`config.mk`:
```
export PLATFORM = sky130hd
export DESIGN_NAME = ring_node_router
export DESIGN_NICKNAME = d
export VERILOG_FILES = /design/src/rtl/ring_pkg.sv /design/src/rtl/ring_vc_buf.sv /design/src/rtl/ring_node_router.sv
export SDC_FILE = /design/constraint.sdc
export NUM_CORES = 1
export LEC_CHECK = 0
export CORE_MARGIN = 3
export CORE_UTILIZATION = 47
export DETAILED_ROUTE_END_ITERATION = 10
export HOLD_SLACK_MARGIN = 0.15
export PLACE_DENSITY = 0.84
export SLEW_MARGIN = 10
export SYNTH_ARGS = -nofsm -noshare
export SYNTH_HDL_FRONTEND = slang
export SYNTH_SLANG_ARGS = --single-unit
```
`constraint.sdc`:
```
create_clock -name clk -period 2.8 [get_ports clk]
set_input_delay 0.42 -clock clk [delete_from_list [all_inputs] [get_ports clk]]
set_output_delay 0.42 -clock clk [all_outputs]
set_load 0.005 [all_outputs]
```
`src/rtl/ring_pkg.sv`:
```
// Packet geometry and the hop-field helpers shared by the ring router
// and its testbench.
package ring_pkg;
  localparam int DATA_W  = 64;
  localparam int HOP_MSB = 55;
  localparam int HOP_LSB = 48;
  localparam int HOP_W   = HOP_MSB - HOP_LSB + 1;

  typedef enum logic {
    WIN_RING = 1'b0,
    WIN_PE   = 1'b1
  } win_e;

  // Returns the packet with only its remaining-hops field reduced by one.
  function automatic logic [DATA_W-1:0] hop_dec(input logic [DATA_W-1:0] pkt);
    logic [DATA_W-1:0] w_pkt;
    w_pkt = pkt;
    w_pkt[HOP_MSB:HOP_LSB] = pkt[HOP_MSB:HOP_LSB] - HOP_W'(1);
    return w_pkt;
  endfunction

  function automatic logic hop_zero(input logic [DATA_W-1:0] pkt);
    return pkt[HOP_MSB:HOP_LSB] == '0;
  endfunction
endpackage

```
`src/rtl/ring_vc_buf.sv`:
```
// Two-VC buffer holding at most one packet per virtual channel.
// One VC fills while the other drains, selected by the caller.
module ring_vc_buf
  import ring_pkg::*;
(
  input  logic              clk,
  input  logic              reset,
  input  logic              wr_en,
  input  logic              wr_vc,
  input  logic [DATA_W-1:0] wr_data,
  input  logic              rd_en,
  input  logic              rd_vc,
  output logic [DATA_W-1:0] rd_data,
  output logic [1:0]        full
);

  logic [DATA_W-1:0] r_data [2];
  logic [1:0]        r_full;

  // Data is cleared too, so nothing stale is visible after a reset.
  always_ff @(posedge clk or negedge reset) begin
    if (!reset) begin
      r_full    <= '0;
      r_data[0] <= '0;
      r_data[1] <= '0;
    end else begin
      if (rd_en) begin
        r_full[rd_vc] <= 1'b0;
      end
      if (wr_en && !r_full[wr_vc]) begin
        r_full[wr_vc] <= 1'b1;
        r_data[wr_vc] <= wr_data;
      end
    end
  end

  assign rd_data = r_data[rd_vc];
  assign full    = r_full;

endmodule

```
`src/rtl/ring_node_router.sv`:
```
// One node of the 4-node unidirectional ring: accepts NIC injections,
// ejects packets with zero hops left, and forwards the rest clockwise.
module ring_node_router
  import ring_pkg::*;
(
  input  logic              clk,
  input  logic              reset,
  input  logic              cwsi,
  input  logic [DATA_W-1:0] cwdi,
  output logic              cwri,
  output logic              cwso,
  output logic [DATA_W-1:0] cwdo,
  input  logic              cwro,
  input  logic              pesi,
  input  logic [DATA_W-1:0] pedi,
  output logic              peri,
  output logic              peso,
  output logic [DATA_W-1:0] pedo,
  input  logic              pero,
  output logic              polarity
);

  logic              r_polarity;
  win_e              r_lastWin [2];

  logic              w_curVc;
  logic              w_fillVc;
  logic [1:0]        w_ringFull;
  logic [1:0]        w_peFull;
  logic [DATA_W-1:0] w_ringHead;
  logic [DATA_W-1:0] w_peHead;
  logic              w_ringRd;
  logic              w_peRd;
  logic              w_eject;
  logic              w_ringCand;
  logic              w_peCand;
  logic              w_fwdValid;
  logic              w_fwdXfer;
  logic [DATA_W-1:0] w_fwdPkt;
  win_e              w_winner;

  assign w_curVc  = r_polarity;
  assign w_fillVc = ~r_polarity;

  assign cwri = ~w_ringFull[w_fillVc];
  assign peri = ~w_peFull[w_fillVc];

  ring_vc_buf u_ringBuf (
    .clk     (clk),
    .reset   (reset),
    .wr_en   (cwsi & cwri),
    .wr_vc   (w_fillVc),
    .wr_data (cwdi),
    .rd_en   (w_ringRd),
    .rd_vc   (w_curVc),
    .rd_data (w_ringHead),
    .full    (w_ringFull)
  );

  ring_vc_buf u_peBuf (
    .clk     (clk),
    .reset   (reset),
    .wr_en   (pesi & peri),
    .wr_vc   (w_fillVc),
    .wr_data (pedi),
    .rd_en   (w_peRd),
    .rd_vc   (w_curVc),
    .rd_data (w_peHead),
    .full    (w_peFull)
  );

  assign w_eject    = w_ringFull[w_curVc] & hop_zero(w_ringHead);
  assign w_ringCand = w_ringFull[w_curVc] & ~hop_zero(w_ringHead);
  assign w_peCand   = w_peFull[w_curVc];
  assign w_fwdValid = w_ringCand | w_peCand;
  assign w_fwdXfer  = w_fwdValid & cwro;

  // Under contention the side that did not win last time on this VC goes next.
  always_comb begin
    w_winner = WIN_RING;
    if (w_ringCand && w_peCand) begin
      if (r_lastWin[w_curVc] == WIN_RING) begin
        w_winner = WIN_PE;
      end
    end else if (w_peCand) begin
      w_winner = WIN_PE;
    end
  end

  assign w_fwdPkt = (w_winner == WIN_RING) ? w_ringHead : w_peHead;

  assign w_ringRd = (w_eject & pero) | (w_fwdXfer & (w_winner == WIN_RING));
  assign w_peRd   = w_fwdXfer & (w_winner == WIN_PE);

  assign cwso = w_fwdValid;
  assign cwdo = w_fwdValid ? hop_dec(w_fwdPkt) : '0;
  assign peso = w_eject;
  assign pedo = w_eject ? w_ringHead : '0;

  assign polarity = r_polarity;

  // Last winner resets to PE on both VCs so the ring side is favoured first.
  always_ff @(posedge clk or negedge reset) begin
    if (!reset) begin
      r_polarity   <= 1'b0;
      r_lastWin[0] <= WIN_PE;
      r_lastWin[1] <= WIN_PE;
    end else begin
      r_polarity <= ~r_polarity;
      if (w_fwdXfer) begin
        r_lastWin[w_curVc] <= w_winner;
      end
    end
  end

endmodule

```
# Word level (Yosys, flattened, before mapping)

Cells that the tools add are included.

Flip-flop bits (word level): 263
Input port bits: 134
Word-level logic and storage cells: 88

Add/subtract/negate cells: 1
Order comparisons: 8
Muxes and demuxes: 38
Bitwise logic cells: 22
Reduce and logical (&&, ||, !) cells: 10

Operators by type and width:

| kind                | count |
|---|---|
| $mux 64             | 10 |
| $bwmux 128          | 2 |
| $demux 64 s1        | 1 |
| $mux 1              | 17 |
| $and 1x1->1         | 8 |
| $logic_not 8->1     | 1 |
| $mux 2              | 4 |
| $sub 8x1->8 const B | 1 |
| $logic_and 1x1->1   | 7 |
| $not 1->1           | 5 |
| $and 2x2->2         | 2 |
| $ge 2x2->1 const B  | 2 |
| $lt 1x2->1 const B  | 2 |
| $lt 2x1->1 const B  | 2 |
| $not 1->2           | 2 |
| $or 2x2->2          | 2 |
| $demux 1 s1         | 3 |
| $bwmux 2            | 1 |
| $ge 1x1->1 const B  | 2 |
| $logic_not 1->1     | 2 |
| $not 2->2           | 1 |
| $or 1x1->1          | 2 |

# Depth between registers and ports, before layout

Depth after elaboration: 15
Mapped depth: 13
Gate-level depth less buffers: 11

# By module

From an unflattened synthesis, not the netlist that was laid out.

Cell total of the unflattened synthesis: 1,044
Area total of the unflattened synthesis: 13,734.4 sq um

By module, submodules not included:

| module           | instances | cells each | area an instance (sq um) |
|---|---|---|---|
| ring_vc_buf      | 2         | 349        | 5,819.3 |
| ring_node_router | 1         | 346        | 2,095.8 |

# Worst setup path after synthesis

OpenSTA, ideal clock, no wires.

Kind: register -> output
Start: register u_ringBuf.r_data[114] (netlist bit)
End: output cwdo[54]
Arrival time: 2.536 ns
Data required time: 2.380 ns
Slack: -0.156 ns
Stages on the path, launching flop included: 12
Buffers on the path: 1
Cell sequence: dfrtp_1 or4_4 o211ai_2 and3_1 buf_6 a21oi_1 ha_1 and3b_1 a32oi_1 xor2_1 nand2_1 a21oi_1

Word-level cells in the longest chain between the ends: 11

RTL lines:

| item                                           | line                   | text |
|---|---|---|
| from (decl)                                    | ring_vc_buf.sv:17      | `logic [DATA_W-1:0] r_data [2];` |
| from (signal, indexed assignment)              | ring_vc_buf.sv:32      | `r_data[wr_vc] <= wr_data;` |
| $mux 64 (implied by the code) (*) (3 in a row) | ring_vc_buf.sv:37      | `assign rd_data = r_data[rd_vc];` |
| $logic_not 8->1                                | ring_pkg.sv:23         | `return pkt[HOP_MSB:HOP_LSB] == '0;` |
| $not 1->1                                      | ring_node_router.sv:73 | `assign w_ringCand = w_ringFull[w_curVc] & ~hop_zero(w_ringHead);` |
| $and 1x1->1                                    | ring_node_router.sv:73 |  |
| $logic_and 1x1->1                              | ring_node_router.sv:81 | `if (w_ringCand && w_peCand) begin` |
| $mux 1                                         | ring_node_router.sv:81 |  |
| $mux 64                                        | ring_node_router.sv:90 | `assign w_fwdPkt = (w_winner == WIN_RING) ? w_ringHead : w_peHead;` |
| $sub 8x1->8                                    | ring_pkg.sv:18         | `w_pkt[HOP_MSB:HOP_LSB] = pkt[HOP_MSB:HOP_LSB] - HOP_W'(1);` |
| $mux 64 (*)                                    | ring_node_router.sv:96 | `assign cwdo = w_fwdValid ? hop_dec(w_fwdPkt) : '0;` |
| to (decl)                                      | ring_node_router.sv:12 | `output logic [DATA_W-1:0] cwdo,` |

Mark *: on every way between the ends. The rest lies on a longest branch, timed or not. The select of a mux whose other input is x is not followed.

# Worst setup path in the final report

Start: register u_ringBuf.r_data[118] (netlist bit)
End: output cwdo[52]

Word-level cells in the longest chain between the ends: 11

RTL lines:

| item                                           | line |
|---|---|
| $mux 64 (implied by the code) (*) (3 in a row) | ring_vc_buf.sv:37 |
| $logic_not 8->1 (*)                            | ring_pkg.sv:23 |
| $not 1->1 (*)                                  | ring_node_router.sv:73 |
| $and 1x1->1 (*)                                | ring_node_router.sv:73 |
| $logic_and 1x1->1                              | ring_node_router.sv:81 |
| $mux 1                                         | ring_node_router.sv:81 |
| $mux 64                                        | ring_node_router.sv:90 |
| $sub 8x1->8                                    | ring_pkg.sv:18 |
| $mux 64 (*)                                    | ring_node_router.sv:96 |

Marks and branches as above.

==> results.toml <==
[timing]
finClkSkew_ns = 0.0204
tightestPinTransition_ns = 0.594
finalHoldWorstSlack_ns = 0.456
timing.final.ws_setup_ns = -0.899
setup-violations-final = 92
max_freq_mhz = 270
finalHoldViolations = 0
grt_setup_unrepaired = "yes"
finalCriticalPeriod_ns = 3.70
final-max-slew-violation-count = 0
timing.slew.headroom_pct = 60.4
final_min_period_over_clock_period_pct = 132

[worst_setup_path]
reg2reg_depth = 12
crit-reg2reg-launch = "polarity"
timing.critical_path.arrival_ns = 3.28
worst_ep_required_time_ns = 2.38
worst-path-max-fanout = 6
worst_setup_end_kind = "output pin"
worst-r2r-setup-slack_ns = 0.31
r2r_end = "u_ringBuf.full[0]"
crit_path_kind = "reg -> out"
critPathLaunch = "u_ringBuf.r_data[118]"
setup.worst_path.end = "cwdo[52]"
critical_path.startpoint_type = "flop"

[placed_design]
hpwlAfterDp_mm = 23.4
numPlacedInstances = 1671
placed_cell_area_um2 = 16700
placement.setup.worst_slack_ns = -0.663
finalWeightedCongestion = 0.875
portBuffers = 258

[power]
power.internal_mw = 13.8
power_per_cell_area_nw_per_um2 = 1070
design_power_total_mw = 20.7
switching_share_pct = 33.3
clock_power_share_pct = 18.1
seq_power_share_pct = 33.9
ir_worst_vdd_mv = 0.707
netSwitchingPower_mw = 6.89
comb_power_share_pct = 48.0
power_leakage_nw = 8.68

[clock_tree]
clock_slew_seen_by_the_registers_of_the_worst_setup_and_hold_paths_ns = 0.06
cts_root_buffer = "clkbuf_16"
worst_skew_pair.late_latency_ns = 0.54
cts_sinks = 263
cts-buffers-inserted = 28
clock_tree.htree_level_count = 1
max-clock-path-buffers = 3
tritoncts_clock_tree = "built"

[logic_synthesis]
fraction_of_synthesis_flops_using_an_asynchronous_set_or_reset_pin_pct = 100
synth_flop_cell = "dfrtp_1"
yosysUniqueCellTypes = 46
synth_enable_flop_cells = 0
mappedNetlistArea_um2 = 13000
synth-warning-count = 0
synth_seq_area_share_pct = 50.8
post-synth-top-area-cell = "dfrtp_1"
synth_area_leaders = "dfrtp_1 50%, mux2_2 22%, mux2i_1 5.4%, a211oi_1 4.9%, a211oi_2 2.8%"
synth-seq-cells = 263
synth_cells = 1028
synth.avg_cell_area_um2 = 12.6
top_area_cell_type_share_of_the_netlist_area_pct = 50.4

[status]
run_status = "finished with violations"
failing_checks = "negative setup slack"

[drt]
number_of_vias_in_the_routed_layout = 10100
drt_pre_antenna_iters = 5
wire_per_inst_um = 22.2
detail_routed_via_count_per_cell = 5.60
drt_drc_violations_left = 0
routed_antenna_nets = 0
detailedRoute.firstIterationViolations = 770
detail_route.wirelength_mm = 39.9

[grt]
pin_count_of_the_biggest_net_entering_global_routing = 76
globalRoute.totalOverflow = 0
grt_first_pass_wirelength_mm = 55.5
grt_antenna_before_repair = 3
groute.usage.overall_pct = 23.6
grt_pass1_vias = 10100

[cells_and_area]
finalNonFillerCells = 1794
area_growth_pct = 48.8
fin_nets = 1566
fin_area_um2 = 19300
n_fill_cell = 1739
drive_gt1_share_pct = 53.0

[floorplanning]
die_height_um = 172
fp.coreArea_um2 = 27000
rows = 60
die_width_um = 172
top_level_ports = 267
starting_density_of_the_core_pct = 47.9
die_area_um2 = 29600

[worst_hold_path]
worstHoldPathType = "in -> async"

[run]
drv.max_cap_violation_count = 0
[cell usage in the layout, fill, tap and decap left out, drive strengths merged, types with 3 or more instances in the layout]
cell type,Yosys,layout
nand3,5,5
dfrtp,261,261
or4,4,4
o21ai,13,13
mux2,258,258
xor2,7,7
nor3,11,11
conb,1,8
xnor2,3,3
mux2i,70,70
dlygate4sd2,0,3
nand2,17,17
nor3b,5,5
a21oi,7,7
nor2b,57,57
o2bb2ai,3,3
a211oi,113,113
clkbuf,26,87
nor2,66,66
clkdlybuf4s50,0,137
o211ai,3,3
clkinv,1,7
dlymetal6s2s,0,28
nor4,6,6
buf,60,235
inv,6,6
[per-stage QoR]
stage          utilization (%)  setup TNS (ns)
3_5_place_dp              61.8          -10.70
5_1_grt                   71.3          -52.13
6_report                  71.3          -44.43
3_3_place_gp              61.8           -7.97
4_1_cts                   67.1          -47.33
2_1_floorplan                -         -0.0477
[synthesized netlist by cell type (all sizes together), types with 7 or more instances]
cell type  number
nor2b          57
mux2i          70
clkbuf         26
a21oi           7
nand2          17
nor2           66
mux2          258
o21ai          13
xor2            7
dfrtp         261
a211oi        113
buf            60
nor3           11
[routing by layer]
layer	wire length [µm]	share of wire (%)	up-vias	GRT usage, %
met5	13	0.033	-	0
li1	-	-	4489	-
met3	2730	6.8	70	5.40
met1	16200	41	5155	30.9
met2	20000	50	334	40.3
met4	912	2.3	2	5.52
[cell families after synthesis]
kind of cell | after synthesis | share of synthesized area, %
xor gates and xnor gates | 10 | 0.676
and+or+nand+nor | 180 | 7.13
other | 1 | 0.0289
adders and majority gates | 1 | 0.0966
buffers and inverters | 93 | 3.62
muxes | 329 | 28.0
DFF | 263 | 50.8
AOI/OAI and AO/OA | 151 | 9.59
[how the worst min path moves through the flow]
stage	from	to	slack, ns	depth (start not counted)
detailed placement	reset	u_ringBuf.r_data[71]	0.42	1
global placement	reset	u_ringBuf.r_data[75]	0.42	1
CTS	reset	u_ringBuf.r_data[71]	0.45	2
floorplan	reset	polarity	0.12	0
finish	reset	u_ringBuf.r_data[71]	0.46	2
global route	reset	u_ringBuf.r_data[71]	0.49	2
[timing repair]
item	4_1_cts	5_1_grt
cloned	3	10
setup endpoints to repair	124	121
gates resized for setup	231	350
hold buffers	1	0
hold endpoints to repair	68	0
pin swaps	17	65
buffers inserted	11	52
[sequential cells by signal (all words and copies together) (netlist names)]
name              cells
u_peBuf.r_data      128
u_peBuf.full          2
polarity              1
u_ringBuf.r_data    128
u_ringBuf.full        2
r_lastWin             2
[power groups by stage]
stage	clock network, mW	logic, mW	registers (mW)
after global placement	0	8.28	6.61
after detailed placement	0	8.46	6.76
final	3.75	9.95	7.01
after CTS	3.81	8.61	6.77
after global routing	3.99	10.6	7.22
after floorplan	0	4.49	6.54
[layout make-up]
| type | count | area, µm² | share of cell area (%) |
|---|---|---|---|
| antenna | 2 | 5.00 | 0.0260 |
| inverter | 7 | 30.0 | 0.156 |
| sequential | 263 | 6590 | 34.2 |
| tap | 341 | 427 | 2.21 |
| multi-input combinational | 679 | 6960 | 36.1 |
| clock inverter | 9 | 95.1 | 0.493 |
| timing repair buffer | 452 | 4320 | 22.4 |
| clock buffer | 41 | 851 | 4.41 |
[critical path, stage by stage, from the launching register on]
cell and delay (ns):
dfrtp_1 0.39, or4_4 0.57, o211ai_4 0.21, and3_4 0.24
mux4_2 0.30, inv_2 0.08, ha_4 0.16, buf_4 0.12
o21ai_2 0.06, xor2_1 0.18, nand2_1 0.10, a21oi_2 0.20
buf_2 0.14
No activity file was read; power rests on OpenSTA's default activity.
